--- config.mk ---
export PLATFORM = sky130hd
export DESIGN_NAME = rv_io_rom_mq
export DESIGN_NICKNAME = d
export VERILOG_FILES = /design/src/rtl/rv_io_rom_pkg.sv /design/src/rtl/rv_io_rom_dtbrom.sv /design/src/rtl/rv_io_rom_fifo.sv /design/src/rtl/rv_io_rom_mq.sv
export SDC_FILE = /design/constraint.sdc
export NUM_CORES = 1
export LEC_CHECK = 0
export BUFFER_PORTS_ARGS = -buffer_cell sky130_fd_sc_hd__buf_2
export CAP_MARGIN = 25
export CORE_UTILIZATION = 51
export DETAILED_ROUTE_END_ITERATION = 12
export PLACE_DENSITY = 0.8
export SYNTH_ARGS = -nofsm -noshare
export SYNTH_HDL_FRONTEND = slang
export SYNTH_SLANG_ARGS = --single-unit
--- constraint.sdc ---
create_clock -name clk -period 3.6 [get_ports clk]
set_input_delay 1.08 -clock clk [delete_from_list [all_inputs] [get_ports clk]]
set_output_delay 1.08 -clock clk [all_outputs]
set_load 0.005 [all_outputs]
--- src/rtl/rv_io_rom_pkg.sv ---
// rv_io_rom_pkg
// Shared definitions for the multi-outstanding IO ROM slave.
//   - Default configuration constants for the slave and its queue.
//   - Response entry layout {rdata, rtag, rerr} for the default widths.
//   - ROM content generator shared by the dtbrom-style lookup.
package rv_io_rom_pkg;

   localparam int RV_DEFAULT    = 64;
   localparam int TW_DEFAULT    = 4;
   localparam int DEPTH_DEFAULT = 4;

   // Byte-offset bits inside one ROM word and queue pointer index width.
   localparam int WOFF = $clog2(RV_DEFAULT / 8);
   localparam int PW   = $clog2(DEPTH_DEFAULT);

   typedef struct packed {
      logic [RV_DEFAULT-1:0] rdata;
      logic [TW_DEFAULT-1:0] rtag;
      logic                  rerr;
   } resp_t;

   localparam logic [31:0] ROM_SEED = 32'hD7B0_0000;

   // 32-bit chunk k of ROM word idx. Each word is built from RV/32 chunks,
   // chunk 0 in the least-significant position.
   function automatic logic [31:0] rom_chunk(input logic [31:0] idx,
                                             input logic [31:0] k);
      return ROM_SEED + (idx << 4) + k;
   endfunction

endpackage

--- src/rtl/rv_io_rom_dtbrom.sv ---
// rv_io_rom_dtbrom
// Combinational device-tree style ROM: word index in, RV-bit word out.
// Ports:
//   idx   in  IW  word index
//   word  out RV  ROM word, zero for indices at or beyond ROM_WORDS
module rv_io_rom_dtbrom
   import rv_io_rom_pkg::*;
#(
   parameter int RV        = 64,
   parameter int IW        = 9,
   parameter int ROM_WORDS = 512
) (
   input  logic [IW-1:0] idx,
   output logic [RV-1:0] word
);

   localparam int          NCH   = RV / 32;
   localparam logic [IW:0] LIMIT = (IW+1)'(ROM_WORDS);

   always_comb begin
      word = '0;
      if ({1'b0, idx} < LIMIT) begin
         for (int k = 0; k < NCH; k++) begin
            word[k*32 +: 32] = rom_chunk(32'(idx), 32'(k));
         end
      end
   end

endmodule

--- src/rtl/rv_io_rom_fifo.sv ---
// rv_io_rom_fifo
// Synchronous circular-buffer FIFO with simultaneous push/pop support.
// Ports:
//   clk, reset  clock, synchronous active-high reset (control state only)
//   push        write wdata this cycle (honoured when not full or popping)
//   pop         retire the head this cycle (ignored when empty)
//   wdata       entry to write
//   full/empty  occupancy flags
//   head        oldest entry (contents undefined when empty)
module rv_io_rom_fifo #(
   parameter int  DEPTH = 4,
   parameter type T     = logic [7:0]
) (
   input  logic clk,
   input  logic reset,
   input  logic push,
   input  logic pop,
   input  T     wdata,
   output logic full,
   output logic empty,
   output T     head
);

   localparam int          PW      = (DEPTH > 1) ? $clog2(DEPTH) : 1;
   localparam logic [PW:0] DEPTH_C = (PW+1)'(DEPTH);
   localparam logic [PW:0] LAST    = (PW+1)'(DEPTH - 1);

   T            mem [DEPTH];
   logic [PW:0] rd_ptr;
   logic [PW:0] wr_ptr;
   logic [PW:0] count;
   logic        do_push;
   logic        do_pop;
   logic        unused_ptr_msb;

   // Pointers wrap modulo DEPTH, so their top bit only ever reads zero.
   function automatic logic [PW:0] ptr_next(input logic [PW:0] p);
      return (p == LAST) ? '0 : p + 1'b1;
   endfunction

   assign full    = (count == DEPTH_C);
   assign empty   = (count == '0);
   assign do_pop  = pop && !empty;
   // A pop in the same cycle frees the slot the push is about to use.
   assign do_push = push && (!full || do_pop);
   assign head    = mem[rd_ptr[PW-1:0]];
   assign unused_ptr_msb = rd_ptr[PW] ^ wr_ptr[PW];

   always_ff @(posedge clk) begin
      if (reset) begin
         rd_ptr <= '0;
         wr_ptr <= '0;
         count  <= '0;
      end else begin
         if (do_push) wr_ptr <= ptr_next(wr_ptr);
         if (do_pop)  rd_ptr <= ptr_next(rd_ptr);
         case ({do_push, do_pop})
            2'b10:   count <= count + 1'b1;
            2'b01:   count <= count - 1'b1;
            default: count <= count;
         endcase
      end
   end

   // Storage carries data only; occupancy is tracked by the control above.
   always_ff @(posedge clk) begin
      if (do_push) mem[wr_ptr[PW-1:0]] <= wdata;
   end

endmodule

--- src/rtl/rv_io_rom_mq.sv ---
// rv_io_rom_mq
// Multi-outstanding tagged read-only ROM slave for the multi-CPU IO switch.
// Reads are queued with their tags and returned in acceptance order.
// Ports:
//   clk, reset       clock, synchronous active-high reset
//   addr_req         switch offers a transaction
//   addr_ack         transaction accepted (combinational)
//   sel              this slave is addressed
//   addr             byte address (low WOFF bits ignored)
//   read             1 = read, 0 = write (writes are acked and dropped)
//   tag              requester tag
//   data_req         head response valid
//   data_ack         switch consumes the head response
//   rdata/rtag/rerr  head response, zero while the queue is empty
module rv_io_rom_mq
   import rv_io_rom_pkg::*;
#(
   parameter int RV        = 64,
   parameter int AW        = 12,
   parameter int ROM_WORDS = 512,
   parameter int DEPTH     = 4,
   parameter int TW        = 4
) (
   input  logic          clk,
   input  logic          reset,
   input  logic          addr_req,
   output logic          addr_ack,
   input  logic          sel,
   input  logic [AW-1:0] addr,
   input  logic          read,
   input  logic [TW-1:0] tag,
   output logic          data_req,
   input  logic          data_ack,
   output logic [RV-1:0] rdata,
   output logic [TW-1:0] rtag,
   output logic          rerr
);

   localparam int          BOFF  = $clog2(RV / 8);
   localparam int          IW    = AW - BOFF;
   localparam logic [IW:0] LIMIT = (IW+1)'(ROM_WORDS);

   typedef struct packed {
      logic [RV-1:0] rdata;
      logic [TW-1:0] rtag;
      logic          rerr;
   } entry_t;

   logic [IW-1:0] word_idx;
   logic [RV-1:0] rom_word;
   logic          in_range;
   logic          full;
   logic          empty;
   logic          pop;
   logic          push;
   entry_t        push_entry;
   entry_t        head;
   logic          unused_low_addr;

   assign word_idx        = addr[AW-1:BOFF];
   assign unused_low_addr = ^addr[BOFF-1:0];
   assign in_range        = ({1'b0, word_idx} < LIMIT);

   rv_io_rom_dtbrom #(
      .RV        (RV),
      .IW        (IW),
      .ROM_WORDS (ROM_WORDS)
   ) u_rom (
      .idx  (word_idx),
      .word (rom_word)
   );

   // data_req is registered state, so data_ack reaches only addr_ack here.
   assign pop      = data_req && data_ack;
   assign addr_ack = !reset && addr_req && sel && (!read || !full || pop);
   assign push     = addr_ack && read;

   always_comb begin
      push_entry       = '0;
      push_entry.rtag  = tag;
      push_entry.rerr  = !in_range;
      push_entry.rdata = in_range ? rom_word : '0;
   end

   rv_io_rom_fifo #(
      .DEPTH (DEPTH),
      .T     (entry_t)
   ) u_fifo (
      .clk   (clk),
      .reset (reset),
      .push  (push),
      .pop   (pop),
      .wdata (push_entry),
      .full  (full),
      .empty (empty),
      .head  (head)
   );

   // Head fields are masked so an empty queue presents all-zero outputs.
   assign data_req = !empty;
   assign rdata    = empty ? '0 : head.rdata;
   assign rtag     = empty ? '0 : head.rtag;
   assign rerr     = empty ? 1'b0 : head.rerr;

endmodule

After elaboration in Yosys (flattened, before gate mapping)
Memory sizes are Yosys's and may differ from the RTL's. A register that Yosys moved wholly into a read port is not among the register bits.
Cells that the tools add are included.
Cells by class
  add/subtract/negate cells: 6
  equality and inequality tests: 5
  reduce and logical (&&, ||, !) cells: 16
  multiplexer cells: 10
Operators with widths (count)
  $mux 64: 1
  $add 31x14->32 const A: 1
  $add 32x1->32 const B: 1
  $add 3x1->3 const B: 3
  $logic_and 1x1->1: 7
  $eq 3x2->1 const B: 2
  $mux 3: 2
  $pmux 3 s2: 1
  $logic_not 1->1: 4
  $mux 2: 2
  $mux 4: 1
  $eq 3x3->1 const B: 1
  $logic_not 3->1: 1
  $logic_or 1x1->1: 3
  $mux 1: 3
  $sub 3x1->3 const B: 1
  $eq 2x1->1 const B: 1
  $eq 2x2->1 const B: 1
  $reduce_bool 2->1: 1
Storage, ports and cells
  bits in writable memories: 272
  bits in registers: 9
  memories: 1
  word-level logic and storage cells: 41
Memory list
  u_fifo.mem: depth 4, bits a word 68, read ports 1, clocked after Yosys merged registers in 1, wr ports 1, line rv_io_rom_fifo.sv:28  | T mem [DEPTH];

Logic depth before layout (Yosys ltp)
  depth in word-level cells: 9
  gate-level depth with buffers: 10
  gate-level depth less buffers: 9

By module
From an unflattened synthesis, not the netlist that was laid out.
Unflattened totals
  cell total of the unflattened synthesis: 580
  area total of the unflattened synthesis: 11563.6 sq um
By module, submodules not included
  rv_io_rom_fifo: instances 1, cells an instance 430, area each 10551.4 sq um, seq. area each 8508.2 sq um
  rv_io_rom_mq: instances 1, cells an instance 84, area each 524.3 sq um, seq. area each 0.0 sq um
  rv_io_rom_dtbrom: instances 1, cells an instance 66, area each 488.0 sq um, seq. area each 0.0 sq um

Least setup slack after synthesis
Ideal clock, no wire load.
  kind: input to register
  start point: in data_ack
  end point: reg u_fifo.count[2]
  arrival: 3.046 ns
  path slack: 0.482 ns
  stages: 10
  setup time: 0.072 ns
  buffers on the path: 1
  path through: or4b_1 > buf_2 > and2_4 > inv_1 > ha_1 > inv_1 > fa_1 > xor2_1 > or3_1 > a21oi_1
On the way
  longest elaborated chain between the ends: 7
Ends and longest elaborated chain
  start, declared: line rv_io_rom_mq.sv:33  | input logic data_ack,
  $logic_and 1x1->1 (*): line rv_io_rom_mq.sv:74  | assign pop = data_req && data_ack;
  $logic_or 1x1->1: line rv_io_rom_mq.sv:75  | assign addr_ack = !reset && addr_req && sel && (!read || !full || pop);
  $logic_and 1x1->1: line rv_io_rom_mq.sv:75
  $logic_and 1x1->1: line rv_io_rom_mq.sv:76  | assign push = addr_ack && read;
  $logic_and 1x1->1: line rv_io_rom_fifo.sv:45  | assign do_push = push && (!full || do_pop);
  $eq 2x1->1 / $eq 2x2->1 (equally long branches): line rv_io_rom_fifo.sv:57  | case ({do_push, do_pop})
  $pmux 3 s2 / $reduce_bool 2->1 (equally long branches)
  end signal, assigned: line rv_io_rom_fifo.sv:58  | 2'b10: count <= count + 1'b1;
  end signal, assigned: line rv_io_rom_fifo.sv:59  | 2'b01: count <= count - 1'b1;
  end signal, assigned: line rv_io_rom_fifo.sv:60  | default: count <= count;
  end, declared: line rv_io_rom_fifo.sv:31  | logic [PW:0] count;
Every way passes the cells marked *; elsewhere a longest branch is shown, timed or not.
A chain may end at the register's enable or synchronous reset.

Worst setup path after layout
  start point: in data_ack
  end point: out addr_ack
On the way
  longest elaborated chain between the ends: 3
Ends and longest elaborated chain
  $logic_and 1x1->1: line rv_io_rom_mq.sv:74
  $logic_or 1x1->1: line rv_io_rom_mq.sv:75
  $logic_and 1x1->1: line rv_io_rom_mq.sv:75
  end, declared: line rv_io_rom_mq.sv:27  | output logic addr_ack,
Every way passes these cells.

==> results.json <==
{
  "grt_pass1_wl_um": 6810,
  "antenna_found_initial": 0,
  "synth_area_mm2": 0.002969,
  "area_growth_pct": 8.007,
  "htree_levels": 3,
  "num_antenna_cells": 0,
  "drive_gt1_frac": 0.3871,
  "yosys.cell_types.count": 30,
  "synth_top_cell_by_area": "edfxtp_1",
  "numClockSinks": 63,
  "postSynthCellCount": 203,
  "worstSkewPairLatency_ns": 0.34,
  "drv_cap": 0,
  "critical_path_required_ns": 2.52,
  "critPathArrivalTime_ns": 2.15,
  "clockRootBuffer": "clkbuf_8",
  "path_max_fanout": 8,
  "grt_overflow": 0,
  "post-route-period-util": 0.8960,
  "design.die.area_mm2": 0.006131,
  "cts_resized": 0,
  "period_needed_ns": 3.226,
  "yosysWarnings": 0,
  "cts_hold_buf": 0,
  "worst_slew_pin_slew_ns": 0.6883,
  "routedWlPerCell_um": 13.38,
  "port_buffers": 61,
  "cts_buffer_depth": 2,
  "crit_family": "simple AND/OR/NAND/NOR gates",
  "synth-seq-cells": 63,
  "die_w_um": 78.30,
  "p_leak_nw": 1.288,
  "drv_slew": 0,
  "start_util": 0.5327,
  "core-area_mm2": 0.005574,
  "post-place-ws_ns": 0.2469,
  "cts_tree": "built",
  "setup_viol": 0,
  "path_cells": "buf_2 > or4b_1 > nor2_1 > nor3_1 > buf_2",
  "cts_inserted_buffers": 9,
  "outcome": "complete, no violations",
  "fillers": 429,
  "firstDrtPassIters": 4,
  "finalClockSkew_ns": 0.01155,
  "fin_ws_ns": 0.3743,
  "cp_common_cell": "buf_2",
  "rsz0062_at_grt": "no",
  "globalRouteTotalUtil": 0.1576,
  "max-vdd-ir-drop_v": 0.0003585,
  "cp-end-kind": "output pin",
  "clock.fmax_mhz": 310.0,
  "seq_area_frac_synth": 0.6001,
  "slowest_delay_ns": 0.64,
  "via_count": 1563,
  "ant_nets": 0,
  "synth.avg_cell_area_um2": 14.63,
  "route.detailed.drc": 0,
  "gp_congestion": 0.7014,
  "fin_tns_setup_ns": 0,
  "cts_setup_buffers": 0,
  "cp_slowest_cell": "or4b_1",
  "dp_hpwl_um": 2937,
  "grt_max_degree": 21,
  "powerDensity_mw_per_mm2": 478.6,
  "wl_um": 4282,
  "critPathLaunchType": "input port",
  "synth_top_area_frac": 0.5259,
  "drt_iter0_markers": 82,
  "max_slew_margin": 0.5411,
  "rows": 27,
  "path_buf_inv": 2,
  "ys_top_cells_by_area": "edfxtp_1 (53%), buf_4 (14%), mux4_2 (9.9%)",
  "finalHoldViolCount": 0,
  "die_h_um": 78.30,
  "pin_count": 93,
  "nets": 272,
  "rrSetupSlack_ns": 1.05,
  "post_drt_via_cell_ratio": 4.884,
  "critPathKind": "in -> out",
  "hold_class": "reg -> reg",
  "grt_pass1_vias": 1389,
  "clk_pin_slew_ns": 0.06
}
-- area by class of cell --
type | instances | area, um2 | share of cell area
Timing Repair Buffer | 63 | 320.3 | 0.09988
Clock buffer | 10 | 127.6 | 0.03980
Tap cell | 72 | 90.09 | 0.02809
Clock inverter | 6 | 37.54 | 0.01171
Sequential cell | 63 | 1782 | 0.5556
Multi-Input combinational cell | 96 | 812.0 | 0.2532
Inverter | 10 | 37.54 | 0.01171
-- cells in the mapped netlist --
cell type  number
and4b_1         1
nand2b_1        2
nor3_1          2
nand2_1         3
fa_1            1
inv_1          10
nand3_1         2
edfxtp_1       52
xor2_1          2
conb_1          1
ha_1            6
o2111ai_1       1
buf_2           1
and2_4          1
nand3b_1        1
nor2b_1        13
o31ai_2         2
or4b_1          1
buf_4          57
nor3b_2         1
dfxtp_1        11
mux4_2         13
clkbuf_1        3
a21oi_1         5
or3_1           1
nor2_1          4
o21ai_0         1
and3_4          1
and3_1          3
o31ai_1         1
-- metrics by stage --
step           std cells  utilization  total power [mW]  hold slack, ns  instance area [um2]
2_1_floorplan        230            -             1.035          0.4219                 3070
3_3_place_gp         304       0.5457             1.038          0.4353                 3042
3_5_place_dp         304       0.5457             1.042          0.4419                 3042
4_1_cts              320       0.5753             1.552          0.4542                 3207
5_1_grt              320       0.5753             1.607          0.4800                 3207
6_report             320       0.5753             1.535          0.4497                 3207
-- layout by cell type, fill, tap and decap left out, types with 3 or more instances in the layout --
master / count
edfxtp_1: 52
dfxtp_1: 11
nor2b_1: 13
conb_1: 28
buf_2: 61
and3_1: 3
clkbuf_8: 9
a21oi_1: 5
nor2_1: 4
nand2_1: 3
inv_1: 10
ha_1: 6
mux4_2: 13
-- path summary, 6_finish.rpt --
| check | start | end | depth (start not counted) |
|---|---|---|---|
| setup reg to reg | u_fifo.count[0] | u_fifo.count[2] | 9 |
| hold / removal | u_fifo.rd_ptr[2] | u_fifo.rd_ptr[2] | 2 |
| hold reg to reg | u_fifo.rd_ptr[2] | u_fifo.rd_ptr[2] | 2 |
| setup / recovery | data_ack | addr_ack | 5 |
-- power breakdown --
group	switching, mW	leakage [nW]	internal, mW
registers	0.0116	0.557	0.798
logic	0.107	0.651	0.104
clock network	0.268	0.0797	0.246
total	0.387	1.29	1.15
-- flip-flops by register name (all words and copies together) (netlist names), named ones only --
| name | cells |
|---|---|
| u_fifo.count | 3 |
| u_fifo.wr_ptr | 3 |
| u_fifo.mem | 52 |
| u_fifo.rd_ptr | 3 |
-- per-layer routing --
metal / part of all wire / global-route usage / wire [um]
met1: 0.42 / 0.1840 / 1799
met2: 0.49 / 0.2553 / 2087
met3: 0.066 / 0.04070 / 283
met4: 0.026 / 0.1074 / 111
met5: 0 / 0 / 0
-- logic make-up after synthesis --
logic type,Yosys count,synth area share
other,1,0.001263
multiplexers,13,0.09861
adder cells (fa/ha/maj),7,0.03203
AND/OR/NAND/NOR,36,0.07585
buffers and inverters,71,0.1622
AO/OA/AOI/OAI,10,0.02402
XOR/XNOR,2,0.005901
flip-flops,63,0.6001
-- worst reg2reg max path, delay by kind of cell (launching register included) --
family	cells	cell delay (ns)
AND/OR/NAND/NOR	3	1.20
AO/OA/AOI/OAI	1	0.14
buffers and inverters	2	0.11
adder cells (fa/ha/maj)	2	0.53
XOR/XNOR	1	0.16
flip-flops	1	0.36
Power figures use the tool's default switching activity.
